==> src/rtl/tpu_pkg.sv <==
// tpu_pkg: shared drain FSM state encoding and default datapath widths
package tpu_pkg;
  localparam int SIZE_DEF = 8;
  localparam int PSW_DEF = 45;
  localparam int OUT_WIDTH_DEF = 8;
  localparam int ADDR_WIDTH_DEF = 10;
  typedef enum logic [1:0] {IDLE, CAPTURE, EMIT, FINISH} state_t;
endpackage

==> src/rtl/quant_lane.sv <==
// quant_lane: round-half-up right shift then saturate one partial sum (psum, shift -> q); RELU_EN clamps negatives to 0
module quant_lane import tpu_pkg::*; #(
  parameter int PARTIAL_SUM_WIDTH = PSW_DEF,
  parameter int OUT_WIDTH = OUT_WIDTH_DEF
) (
  input  logic [PARTIAL_SUM_WIDTH-1:0] psum,
  input  logic [4:0]                   shift,
  output logic [OUT_WIDTH-1:0]         q
);
  localparam int PW = PARTIAL_SUM_WIDTH;
  localparam logic signed [PW:0] HI = (PW+1)'((64'sd1 <<< (OUT_WIDTH-1)) - 64'sd1);
`ifdef RELU_EN
  localparam logic signed [PW:0] LO = '0;
`else
  localparam logic signed [PW:0] LO = -HI - 1;
`endif
  logic signed [PW:0] ext, rnd, shd;
  always_comb begin
    ext = {psum[PW-1], psum};
    rnd = shift == 5'd0 ? ext : ext + ((PW+1)'(1) << (shift - 5'd1));
    shd = rnd >>> shift;
    q = shd > HI ? HI[OUT_WIDTH-1:0] : shd < LO ? LO[OUT_WIDTH-1:0] : shd[OUT_WIDTH-1:0];
  end
endmodule

==> src/rtl/output_quantizer.sv <==
// output_quantizer: snapshot SIZE accumulator lanes and stream quantized values to the output buffer (clk, rst, Drain_start/Psum_in/Shift/Base_addr in; Cal_hold, Wr_valid/Wr_addr/Wr_data, Done out; Wr_ready in); RELU_EN selects ReLU saturation
module output_quantizer import tpu_pkg::*; #(
  parameter int SIZE = SIZE_DEF,
  parameter int PARTIAL_SUM_WIDTH = PSW_DEF,
  parameter int OUT_WIDTH = OUT_WIDTH_DEF,
  parameter int ADDR_WIDTH = ADDR_WIDTH_DEF
) (
  input  logic                              clk,
  input  logic                              rst,
  input  logic                              Drain_start,
  input  logic [SIZE*PARTIAL_SUM_WIDTH-1:0] Psum_in,
  input  logic [4:0]                        Shift,
  input  logic [ADDR_WIDTH-1:0]             Base_addr,
  output logic                              Cal_hold,
  output logic                              Wr_valid,
  input  logic                              Wr_ready,
  output logic [ADDR_WIDTH-1:0]             Wr_addr,
  output logic [OUT_WIDTH-1:0]              Wr_data,
  output logic                              Done
);
  localparam int CW = SIZE > 1 ? $clog2(SIZE) : 1;
  state_t state, state_n;
  logic [SIZE-1:0][PARTIAL_SUM_WIDTH-1:0] bank;
  logic [4:0] shift_r;
  logic [ADDR_WIDTH-1:0] base_r;
  logic [CW-1:0] cnt, nxt, sel;
  logic last, ld;
  logic [OUT_WIDTH-1:0] q;
  assign last = cnt == CW'(SIZE-1);
  assign nxt = cnt + 1'b1;
  // quantizer looks at the lane about to be loaded: current lane on first load, next lane on a back-to-back advance
  assign sel = Wr_valid && !last ? nxt : cnt;
  assign ld = state == EMIT && (!Wr_valid || (Wr_ready && !last));
  assign Cal_hold = state != IDLE;
  assign Done = state == FINISH;
  quant_lane #(.PARTIAL_SUM_WIDTH(PARTIAL_SUM_WIDTH), .OUT_WIDTH(OUT_WIDTH)) u_quant (
    .psum (bank[sel]),
    .shift(shift_r),
    .q    (q)
  );
  always_ff @(posedge clk or posedge rst)
    if (rst) state <= IDLE;
    else state <= state_n;
  always_comb begin
    state_n = state;
    state_n = state == IDLE ? (Drain_start ? CAPTURE : IDLE) :
              state == CAPTURE ? EMIT :
              state == EMIT ? (Wr_valid && Wr_ready && last ? FINISH : EMIT) : IDLE;
  end
  always_ff @(posedge clk or posedge rst)
    if (rst) begin
      bank <= '0;
      shift_r <= '0;
      base_r <= '0;
      cnt <= '0;
      Wr_valid <= 1'b0;
      Wr_addr <= '0;
      Wr_data <= '0;
    end else begin
      if (state == IDLE && Drain_start) begin
        shift_r <= Shift;
        base_r <= Base_addr;
      end
      if (state == CAPTURE) begin
        bank <= Psum_in;
        cnt <= '0;
      end
      if (ld) begin
        Wr_valid <= 1'b1;
        Wr_data <= q;
        Wr_addr <= base_r + ADDR_WIDTH'(sel);
        cnt <= sel;
      end else if (state == EMIT && Wr_valid && Wr_ready && last) Wr_valid <= 1'b0;
    end
endmodule

==> config.mk <==
export PLATFORM = sky130hd
export DESIGN_NAME = output_quantizer
export DESIGN_NICKNAME = d
export VERILOG_FILES = /design/src/rtl/tpu_pkg.sv /design/src/rtl/quant_lane.sv /design/src/rtl/output_quantizer.sv
export SDC_FILE = /design/constraint.sdc
export NUM_CORES = 2
export LEC_CHECK = 0
export ABC_AREA = 1
export CORE_ASPECT_RATIO = 0.7
export CORE_UTILIZATION = 49
export DETAILED_ROUTE_END_ITERATION = 8
export PLACE_DENSITY_LB_ADDON = 0.25
export SYNTH_ARGS = -nofsm -noshare
export SYNTH_HDL_FRONTEND = slang
export SYNTH_SLANG_ARGS = --single-unit
==> constraint.sdc <==
create_clock -name clk -period 14.9 [get_ports clk]
set_input_delay 2.98 -clock clk [delete_from_list [all_inputs] [get_ports clk]]
set_output_delay 2.98 -clock clk [all_outputs]
set_load 0.03 [all_outputs]
==> flow_summary_export.csv <==
group,metric,value,unit
layout,final_nets,4275,
yosys,synth_top_area_share,40.8,%
global_route,grt_max_degree,131,
worst_setup_path,worstPathMaxFanout,82,
layout,area_growth_syn_to_layout,22.2,%
run,cap_violations,0,
cts,cts-htree-levels,2,
sta,drv_slew,0,
sta,finalSetupViolations,0,
power,combPwrFrac,66.1,%
sta,finalCriticalPeriod,7590,ps
floorplan,die_h,189,um
min_path,hold_path.class,"flip-flop to flip-flop",
run_status,outcome,"finished, final reports clean",
cts,cts_setup_buffers,0,
power,power.internal,3.90,mW
routing,drc_errors,0,
cts,ctsResizeCount,0,
global_route,grt_first_pass_wirelength,134000,um
cts,clockBufferDepth,3,
routing,via_count,24529,
power,ir_worst_vdd,0.180,mV
yosys,synth_nets,4015,
global_route,grt_pass1_vias,23574,
worst_setup_path,worst_path_largest_cell_delay,720,ps
routing,wl_met3,6870,um
routing,wl_met2,36200,um
power,power_switching,4.55,mW
floorplan,io_pins,400,
floorplan,rows,68,
worst_setup_path,cpMaxStageDelayCell,"buf_4",
sta,rsz0062_at_grt,"no",
yosys,synth.distinct_cells,50,
yosys,synth_edf_count,0,
global_route,track_usage,33.2,%
global_route,antenna_found_initial,9,
routing,first_pass_iters,6,
yosys,mappedNetlistArea,0.0245,mm^2
routing,final_antenna_net_count,0,
power,p_clk_share,12.1,%
min_path,min_delay_path_depth,2,
floorplan,coreArea,0.0493,mm^2
sta,tightest_slew,1060,ps
placement,dp.final_hpwl,61800,um
yosys,synth.area.top_cells,"dfrtp_1 (41%), nand2_1 (20%), nand3_1 (8.5%), o21ai_0 (7.4%), inv_1 (4.5%)",
sta,fin_worst_skew,11.9,ps
routing,wirelength_met1,39000,um
sta,finalHoldViolCount,0,
power,leakagePower,14.4,nW
yosys,yosys_most_used_dff,"dfrtp_1",
yosys,ys_seq_area_share,40.8,%
floorplan,initial_core_util,49.6,%
yosys,synth-async-reset-ratio,100,%
power,p_total,8.45,mW
worst_setup_path,r2r.worst_path.cells,34,
cts,insertion_delay,560,ps
cts,cts-buffers-inserted,40,
yosys,syn_inst,3593,
yosys,ys_ff_latch,399,
global_route,grt.overflow.total,0,
yosys,synth.most_common_cell,"nand2_1",
sta,fmax,132,MHz
worst_setup_path,cpMostUsedCell,"nand2_1",
routing,wl,84000,um
worst_setup_path,cp.arrival,8030,ps
power,p_per_area,282,mW/mm^2
worst_setup_path,critPathRequiredTime,15340,ps
yosys,avgSynthCellArea,6.81,um^2
yosys,synth_commonest_cells,"nand2_1 (1,337), nand3_1 (417), dfrtp_1 (399)",
routing,drtIter0Drc,2915,
worst_setup_path,critPathLaunchType,"flip-flop",
cts,hold_buffers,0,
placement,port_buffers,399,
yosys,synth_top_area_cell,"dfrtp_1",
cts,ctsRootBufferMaster,"clkbuf_16",
sta,relSlewSlack,29.2,%
cts,clk_pin_slew,60,ps
sta,fin_tns_setup,0,ps
cts,cts_sinks,399,
worst_setup_path,timing_worst_setup_path_type,"flip-flop to flip-flop",
power,swShare,53.8,%
routing,vias_per_cell,5.39,
worst_setup_path,end_kind,"flip-flop",
sta,period_share,51.0,%
routing,wl_per_cell,18.4,um
floorplan,dieArea,0.0509,mm^2
layout,drive_above_1_share,3.74,%
placement,place_congestion,1.03,
yosys,ys_warn_count,0,
floorplan,die_w,269,um
routing,top_layer_used,"met5",
cts,cts_tree,"built",
power,power_frac_seq,21.9,%
sta,holdWs,465,ps
stage by stage:
step / setup slack (ps) / instances / cell area, um^2 / utilization [%]
global route: 6580 / 4553 / 29900 / 60.6
CTS: 7520 / 4547 / 29900 / 60.6
detailed placement: 7560 / 4476 / 28600 / 58.0
global placement: 7600 / 4476 / 28600 / 58.0
floorplan: 824 / 3593 / 24500 / -
finish: 7310 / 4555 / 29900 / 60.6
flip-flops by register name, summed over array words and instances (netlist names):
signal    flops
base_r       10
bank        360
Wr_data       8
Wr_addr      10
Wr_valid      1
state         2
shift_r       5
cnt           3
power groups by stage:
stage	combinational (mW)	sequential (mW)	clock (mW)
after floorplan	3.91	1.84	0
after global placement	5.44	1.84	0
after detailed placement	5.46	1.86	0
after CTS	5.48	1.84	1.03
after global routing	6.25	1.91	1.07
final	5.58	1.85	1.02
routing by layer:
layer,vias up,GRT usage [%]
met5,-,0
met4,2,8.48
li1,12113,-
met2,1021,50.2
met3,126,6.13
met1,11267,48.8
path summary, 6_finish.rpt:
kind / slack [ps] / from / endpoint
worst min register to register: 460 / bank[341]$_DFFE_PP0P_ / bank[341]$_DFFE_PP0P_
worst max register to register: 7310 / cnt[0]$_DFFE_PP0P_ / Wr_data[5]$_DFFE_PP0P_
worst max-delay path: 7310 / cnt[0]$_DFFE_PP0P_ / Wr_data[5]$_DFFE_PP0P_
min in group asynchronous: 3020 / rst / bank[154]$_DFFE_PP0P_
max in group asynchronous: 9630 / rst / shift_r[3]$_DFFE_PP0P_
worst min-delay path: 460 / bank[341]$_DFFE_PP0P_ / bank[341]$_DFFE_PP0P_
worst max-delay path: cells and delay by family (launching register included):
family	cells	cell delay (ps)
fa+ha+maj	3	850
simple gates	25	3770
buf+inv	3	1540
flops	1	450
compound gates	3	720
area by class of cell:
class                      count  area [um^2]
tap                          665          832
clock inverter                11          138
timing repair buffer         430         4240
sequential                   399         9990
inverter                     304         1150
clock buffer                  60         1160
fill                        4612        19400
multi-input combinational   2678        12400
antenna                        8         20.0
cell families (layout without fill, tap and decap cells):
family	Yosys count	after routing	synth area share [%]
flops	399	399	40.8
buf+inv	516	805	8.69
simple gates	1961	1961	33.1
other cells	0	8	0
compound gates	639	639	13.8
mux	9	9	0.393
xor+xnor	26	26	0.930
fa+ha+maj	43	43	2.26
placed cells by master, fill, tap and decap left out, drive strengths merged, types with 20 or more instances in the layout:
cell / Yosys / layout
a21oi: 189 / 189
a31oi: 20 / 20
buf: 102 / 31
clkbuf: 110 / 60
clkdlybuf4s50: 0 / 399
dfrtp: 399 / 399
ha: 41 / 41
inv: 301 / 303
nand2: 1353 / 1353
nand3: 425 / 425
nor2: 151 / 151
o21ai: 393 / 393
Power figures use the tool's default switching activity.
